===== src/rtl/motor_pkg.sv =====
// Shared types and constants for the stepper motion sequencer:
// FSM states, speed divisor table and full-step coil patterns.
package motor_pkg;

    localparam int DIV_W = 20;

    typedef enum logic [1:0] {
        ST_IDLE    = 2'd0,
        ST_CONT    = 2'd1,
        ST_QUARTER = 2'd2,
        ST_HOLD    = 2'd3
    } state_t;

    typedef logic [3:0][DIV_W-1:0] div_table_t;

    localparam logic [DIV_W-1:0] DIV_ONE = {{(DIV_W-1){1'b0}}, 1'b1};

    // Index 0 is the slowest rate: 100, 200, 400, 800 steps/s at 50 MHz.
    localparam div_table_t SPEED_DIV = {20'd62500, 20'd125000, 20'd250000, 20'd500000};

    localparam logic [3:0][3:0] PHASE_TABLE = {4'b1001, 4'b1100, 4'b0110, 4'b0011};

    function automatic logic [3:0] phase_coils(input logic [1:0] idx);
        return PHASE_TABLE[idx];
    endfunction

    function automatic logic [1:0] phase_step(input logic [1:0] idx, input logic fwd);
        return fwd ? (idx + 2'd1) : (idx - 2'd1);
    endfunction

endpackage


===== src/rtl/step_tick_gen.sv =====
// Step-rate divisor: counts clk cycles and fires a tick every DIV cycles.
// The divisor is only sampled on clear or at a tick, so changes apply at period boundaries.
module step_tick_gen
    import motor_pkg::*;
(
    input  logic             clk,
    input  logic             rst_n,
    input  logic             clear,
    input  logic [DIV_W-1:0] div,
    output logic             tick
);

    logic [DIV_W-1:0] cnt_r;
    logic [DIV_W-1:0] div_r;

    assign tick = (cnt_r == (div_r - DIV_ONE));

    // Divisor counter and period latch
    always_ff @(posedge clk or negedge rst_n) begin
        if (!rst_n) begin
            cnt_r <= '0;
            div_r <= '0;
        end else if (clear) begin
            cnt_r <= '0;
            div_r <= div;
        end else if (tick) begin
            cnt_r <= '0;
            div_r <= div;
        end else begin
            cnt_r <= cnt_r + DIV_ONE;
        end
    end

endmodule


===== src/rtl/motion_sequencer.sv =====
// Mode sequencer for the stepper: arbitrates continuous motion against a one-shot
// quarter rotation and emits the paced, registered coil phase sequence.
module motion_sequencer
    import motor_pkg::*;
#(
    parameter int         QUARTER_STEPS = 50,
    parameter int         TICK_DIV_OVR  = 0,
    parameter div_table_t SPEED_TABLE   = SPEED_DIV
) (
    input  logic       clk,
    input  logic       rst_n,
    input  logic       on_switch,
    input  logic       quarter_req,
    input  logic       dir,
    input  logic [1:0] speed_sel,
    output logic [3:0] coils,
    output logic       step_pulse,
    output logic       quarter_active,
    output logic       motor_enable,
    output logic [7:0] steps_left
);

    localparam logic [7:0]       QS_L  = 8'(QUARTER_STEPS);
    localparam logic [DIV_W-1:0] OVR_L = DIV_W'(TICK_DIV_OVR);

    state_t           state_r;
    state_t           state_next_s;
    logic [1:0]       phase_r;
    logic [1:0]       phase_next_s;
    logic [7:0]       steps_left_r;
    logic [7:0]       steps_left_next_s;
    logic             qr_prev_r;
    logic             qr_rise_s;
    logic             step_s;
    logic             clear_s;
    logic             tick_s;
    logic [DIV_W-1:0] div_sel_s;
    logic [3:0]       coils_r;
    logic             step_pulse_r;
    logic             quarter_active_r;

    assign qr_rise_s    = quarter_req & ~qr_prev_r;
    assign div_sel_s    = (OVR_L != '0) ? OVR_L : SPEED_TABLE[speed_sel];
    assign phase_next_s = step_s ? phase_step(phase_r, dir) : phase_r;
    // Restart the period on every state change and keep it parked while idle.
    assign clear_s      = (state_next_s != state_r) || (state_next_s == ST_IDLE);

    step_tick_gen u_tick (
        .clk   (clk),
        .rst_n (rst_n),
        .clear (clear_s),
        .div   (div_sel_s),
        .tick  (tick_s)
    );

    // Next-state, step decision and quarter step bookkeeping
    always_comb begin
        state_next_s      = state_r;
        steps_left_next_s = steps_left_r;
        step_s            = 1'b0;
        case (state_r)
            ST_IDLE: begin
                if (on_switch) begin
                    state_next_s = ST_CONT;
                end else if (qr_rise_s) begin
                    state_next_s      = ST_QUARTER;
                    steps_left_next_s = QS_L;
                end else begin
                    state_next_s = ST_IDLE;
                end
            end
            ST_CONT: begin
                step_s = tick_s;
                if (!on_switch) begin
                    state_next_s = ST_IDLE;
                end else begin
                    state_next_s = ST_CONT;
                end
            end
            ST_QUARTER: begin
                step_s = tick_s;
                if (on_switch) begin
                    state_next_s      = ST_CONT;
                    steps_left_next_s = 8'd0;
                end else if (tick_s) begin
                    steps_left_next_s = steps_left_r - 8'd1;
                    if (steps_left_r == 8'd1) begin
                        state_next_s = ST_HOLD;
                    end else begin
                        state_next_s = ST_QUARTER;
                    end
                end else begin
                    state_next_s = ST_QUARTER;
                end
            end
            ST_HOLD: begin
                if (on_switch) begin
                    state_next_s = ST_CONT;
                end else if (tick_s) begin
                    state_next_s = ST_IDLE;
                end else begin
                    state_next_s = ST_HOLD;
                end
            end
            default: begin
                state_next_s      = ST_IDLE;
                steps_left_next_s = 8'd0;
            end
        endcase
    end

    // State, phase and registered driver outputs
    always_ff @(posedge clk or negedge rst_n) begin
        if (!rst_n) begin
            state_r          <= ST_IDLE;
            phase_r          <= 2'd0;
            steps_left_r     <= 8'd0;
            qr_prev_r        <= 1'b0;
            coils_r          <= 4'b0000;
            step_pulse_r     <= 1'b0;
            quarter_active_r <= 1'b0;
        end else begin
            state_r          <= state_next_s;
            phase_r          <= phase_next_s;
            steps_left_r     <= steps_left_next_s;
            qr_prev_r        <= quarter_req;
            step_pulse_r     <= step_s;
            quarter_active_r <= (state_next_s == ST_QUARTER) || (state_next_s == ST_HOLD);
            // Coils stay energised through HOLD; the phase index survives idle periods.
            coils_r          <= (state_next_s != ST_IDLE) ? phase_coils(phase_next_s) : 4'b0000;
        end
    end

    assign coils          = coils_r;
    assign step_pulse     = step_pulse_r;
    assign quarter_active = quarter_active_r;
    assign motor_enable   = on_switch | quarter_active_r;
    assign steps_left     = steps_left_r;

endmodule


===== config.mk =====
export PLATFORM = sky130hd
export DESIGN_NAME = motion_sequencer
export DESIGN_NICKNAME = d
export VERILOG_FILES = /design/src/rtl/motor_pkg.sv /design/src/rtl/step_tick_gen.sv /design/src/rtl/motion_sequencer.sv
export SDC_FILE = /design/constraint.sdc
export NUM_CORES = 1
export LEC_CHECK = 0
export ABC_AREA = 1
export ABC_CLOCK_PERIOD_IN_PS = 2700
export BUFFER_PORTS_ARGS = -buffer_cell sky130_fd_sc_hd__buf_4
export CELL_PAD_IN_SITES_DETAIL_PLACEMENT = 0
export CELL_PAD_IN_SITES_GLOBAL_PLACEMENT = 1
export CORE_MARGIN = 2
export CORE_UTILIZATION = 41
export DETAILED_ROUTE_END_ITERATION = 16
export GPL_ROUTABILITY_DRIVEN = 0
export HOLD_SLACK_MARGIN = 0.1
export MAX_ROUTING_LAYER = met4
export PLACE_DENSITY_LB_ADDON = 0.3
export SKIP_LAST_GASP = 1
export SLEW_MARGIN = 5
export SYNTH_ARGS = -nofsm -noshare
export SYNTH_HDL_FRONTEND = slang
export SYNTH_HIERARCHICAL = 1
export SYNTH_SLANG_ARGS = --single-unit

===== constraint.sdc =====
create_clock -name clk -period 2.7 [get_ports clk]
set_input_delay 0 -clock clk [delete_from_list [all_inputs] [get_ports clk]]
set_output_delay 0 -clock clk [all_outputs]
set_load 0.005 [all_outputs]

==> flow_summary_export.csv <==
group,metric,value,unit
pwr,ir_drop,400,uV
worst_setup_path,path_max_fanout,10,
routing,wl_per_cell,12.1,um
run_status,status,"complete, but fails checks",
yosys,yosys.area.top_type,"dfrtp_1",
grt,grt-ovfl-total,0,
worst_setup_path,cp-endpoint,"u_tick/cnt_r[9]$_DFF_PN0_",
routing,wirelength,9610,um
worst_setup_path,crit_type,"register to register",
worst_setup_path,cp-start-kind,"register",
finish,post-route-util,0.578,
timing,rsz0062_at_grt,"true",
clock_tree,cts.sinks,58,
yosys,synth_area_leaders,"dfrtp_1 (37%), nand2_1 (15%), inv_1 (6.5%)",
floorplan,core_area,9330,um^2
place,port_buffers,21,
run_status,violations,"setup timing",
yosys,avgSynthCellArea,7.39,um^2
worst_setup_path,worstPathRequired,2.91,ns
pwr,power.total,2.94,mW
grt,grt_pass1_wl,16500,um
timing,tightest_slew,0.753,ns
clock_tree,cts_max_level,3,
finish,drive_gt1_frac,0.302,
worst_setup_path,critPathLaunch,"u_tick/div_r[0]$_DFFE_PN0P_",
grt,antenna_found_initial,0,
timing,fin_worst_skew,0.0112,ns
finish,num-fill-cells,861,
yosys,ys_warn_count,6,
clock_tree,clock_latency,0.33,ns
place,hpwl,7190,um
timing,slew-limit-headroom,0.498,
place,dp_slack,-0.367,ns
routing,first_pass_iters,4,
timing,layout_setup_ws,-0.276,ns
grt,track_usage,0.208,
timing,finalSetupViolations,46,
floorplan,die_area,10500,um^2
routing,via_per_inst,4.67,
clock_tree,cts_buffers,9,
timing,fin_crit,2.98,ns
floorplan,start_util,0.425,
finish,layout.cells.non_filler,792,
min_path,hold_class,"input port to async pin",
yosys,syn-instance-count,536,
clock_tree,path_clk_slew,0.07,ns
finish,areaGrowthSynthToFinish,36.0,%
yosys,synth_top_area_frac,0.366,
routing,vias,3699,
yosys,synth_seq_cells,58,
routing,drtAntennaViolNets,0,
pwr,cellPowerDensity,545,nW/um^2
timing,final_hold_viol_count,0,
pwr,leakagePower,2.80,nW
timing,period_share,1.10,
grt,grt_max_degree,59,
place,dp_cells,754,
grt,grt_pass1_vias,3584,
finish,nets,682,
routing,drt_iter0_markers,135,
worst_setup_path,r2r_end,"u_tick/cnt_r[9]$_DFF_PN0_",
worst_setup_path,r2r_slack,-0.28,ns
timing,drv_slew,0,
job,drv_cap,0,
yosys,ys_types,37,
worst_setup_path,critPathArrivalTime,3.19,ns
worst_setup_path,worstReg2RegStart,"u_tick/div_r[0]$_DFFE_PN0P_",
timing,fmax,336,MHz
floorplan,chipWidth,102,um
clock_tree,cts_root_buffer,"clkbuf_8",
worst_setup_path,worst_setup_path_end_kind,"register",
worst_setup_path,rr_worst_depth,19,
finish,n_antenna_cell,0,
floorplan,pin_count,22,
floorplan,num_rows,35,
clock_tree,cts_tree,"built",
floorplan,die-height,102,um
routing,drcViolationCount,0,
clock_tree,clockBufferDepth,2,
yosys,syn-cell-area,3960,um^2
yosys,seq_area_frac_synth,0.366,
[what timing repair did]
action / in CTS / in global routing
pin swaps: 5 / 14
buffers inserted: 7 / 13
hold buffers: 6 / 0
endpoints found under the setup margin: 51 / 52
resized for setup: 16 / 34
endpoints found under the hold margin: 72 / 0
[power by group]
group	internal, mW	switching, mW
Sequential	0.957	0.0972
Clock	0.463	0.334
Combinational	0.523	0.564
[logic make-up (layout without fill, tap and decap cells)]
family	Yosys count	count (layout)	synth area share
buf+inv	81	205	0.0843
fa+ha+maj	15	15	0.0474
flops	58	58	0.366
other cells	2	5	0.00190
xor+xnor	33	33	0.0729
compound gates	17	17	0.0275
simple gates	330	330	0.400
[how the worst min path moves through the flow]
| stage | to | slack, ns | depth (start not counted) |
|---|---|---|---|
| finish | steps_left[5]$_DFFE_PN0P_ | 0.27 | 2 |
| global route | steps_left[3]$_DFFE_PN0P_ | 0.35 | 2 |
| CTS | steps_left[3]$_DFFE_PN0P_ | 0.30 | 2 |
| detailed placement | steps_left[3]$_DFFE_PN0P_ | 0.12 | 1 |
| global placement | steps_left[5]$_DFFE_PN0P_ | 0.12 | 1 |
| floorplan | coils[0]$_DFF_PN0_ | -0.30 | 0 |
[cell usage after synthesis (all sizes together)]
cell type and instances:
a21oi 4, a22oi 3, a31oi 1, buf 7, clkbuf 1, conb 2, dfrtp 58, ha 15
inv 73, nand2 174, nand3 49, nand3b 5, nand4 17, nor2 79, nor3 3, nor4 2
o2111ai 1, o21ai 6, o21bai 1, o22ai 1, or2 1, xnor2 13, xor2 20
[critical path, stage by stage, from the launching register on]
cell and delay, ns:
dfrtp_1 0.39, inv_2 0.11, ha_4 0.21, xnor2_1 0.11, nor2_1 0.15, nand3_2 0.14, nor4_2 0.28, nand3b_1 0.18
nor2_4 0.19, buf_6 0.13, o21ai_1 0.07, a21oi_2 0.21, nand2_2 0.08, nand2_1 0.06, nand2_1 0.04, nand2_1 0.07
inv_2 0.06, nand2_4 0.10, buf_6 0.24, nor2_4 0.04
[layer usage]
metal | vias up | GRT usage | part of all wire
met4 | 0 | 0.0687 | 0.019
met2 | 57 | 0.332 | 0.49
met1 | 1714 | 0.272 | 0.47
li1 | 1913 | - | -
met3 | 15 | 0.0294 | 0.022
met5 | - | - | 0
[layout make-up]
cell class              instances  area [um^2]  share of cell area
clock buffers                  11          151              0.0281
well taps                     129          161              0.0300
multi-input cells             400         2330               0.433
repair buffers                118          968               0.180
inverters                      73          277              0.0513
flip-flops and latches         58         1460               0.270
clock inverters                 3         40.0             0.00743
[state kept, by name, summed over array words and instances (netlist names)]
name            count
coils               4
phase_r             2
qr_prev_r           1
quarter_active      1
state_r             1
step_pulse          1
steps_left          8
u_tick/cnt_r       20
u_tick/div_r       20
[layout by cell type, fill, tap and decap left out, drive strengths merged, types with 6 or more instances in the layout]
cell type,n
buf,112
clkbuf,11
dfrtp,58
dlygate4sd3,6
ha,15
inv,73
nand2,174
nand3,49
nand4,17
nor2,79
o21ai,6
xnor2,13
xor2,20
[metrics by stage]
step	cell area (um^2)	setup TNS (ns)	hold slack [ns]
after detailed placement	4820	-12.80	0.120
final	5390	-9.18	0.272
after CTS	5180	-4.91	0.305
after global placement	4820	-13.10	0.118
after global routing	5390	-21.27	0.350
after floorplan	3990	0	-0.296
Note: power is estimated with default switching activity, not from simulation.
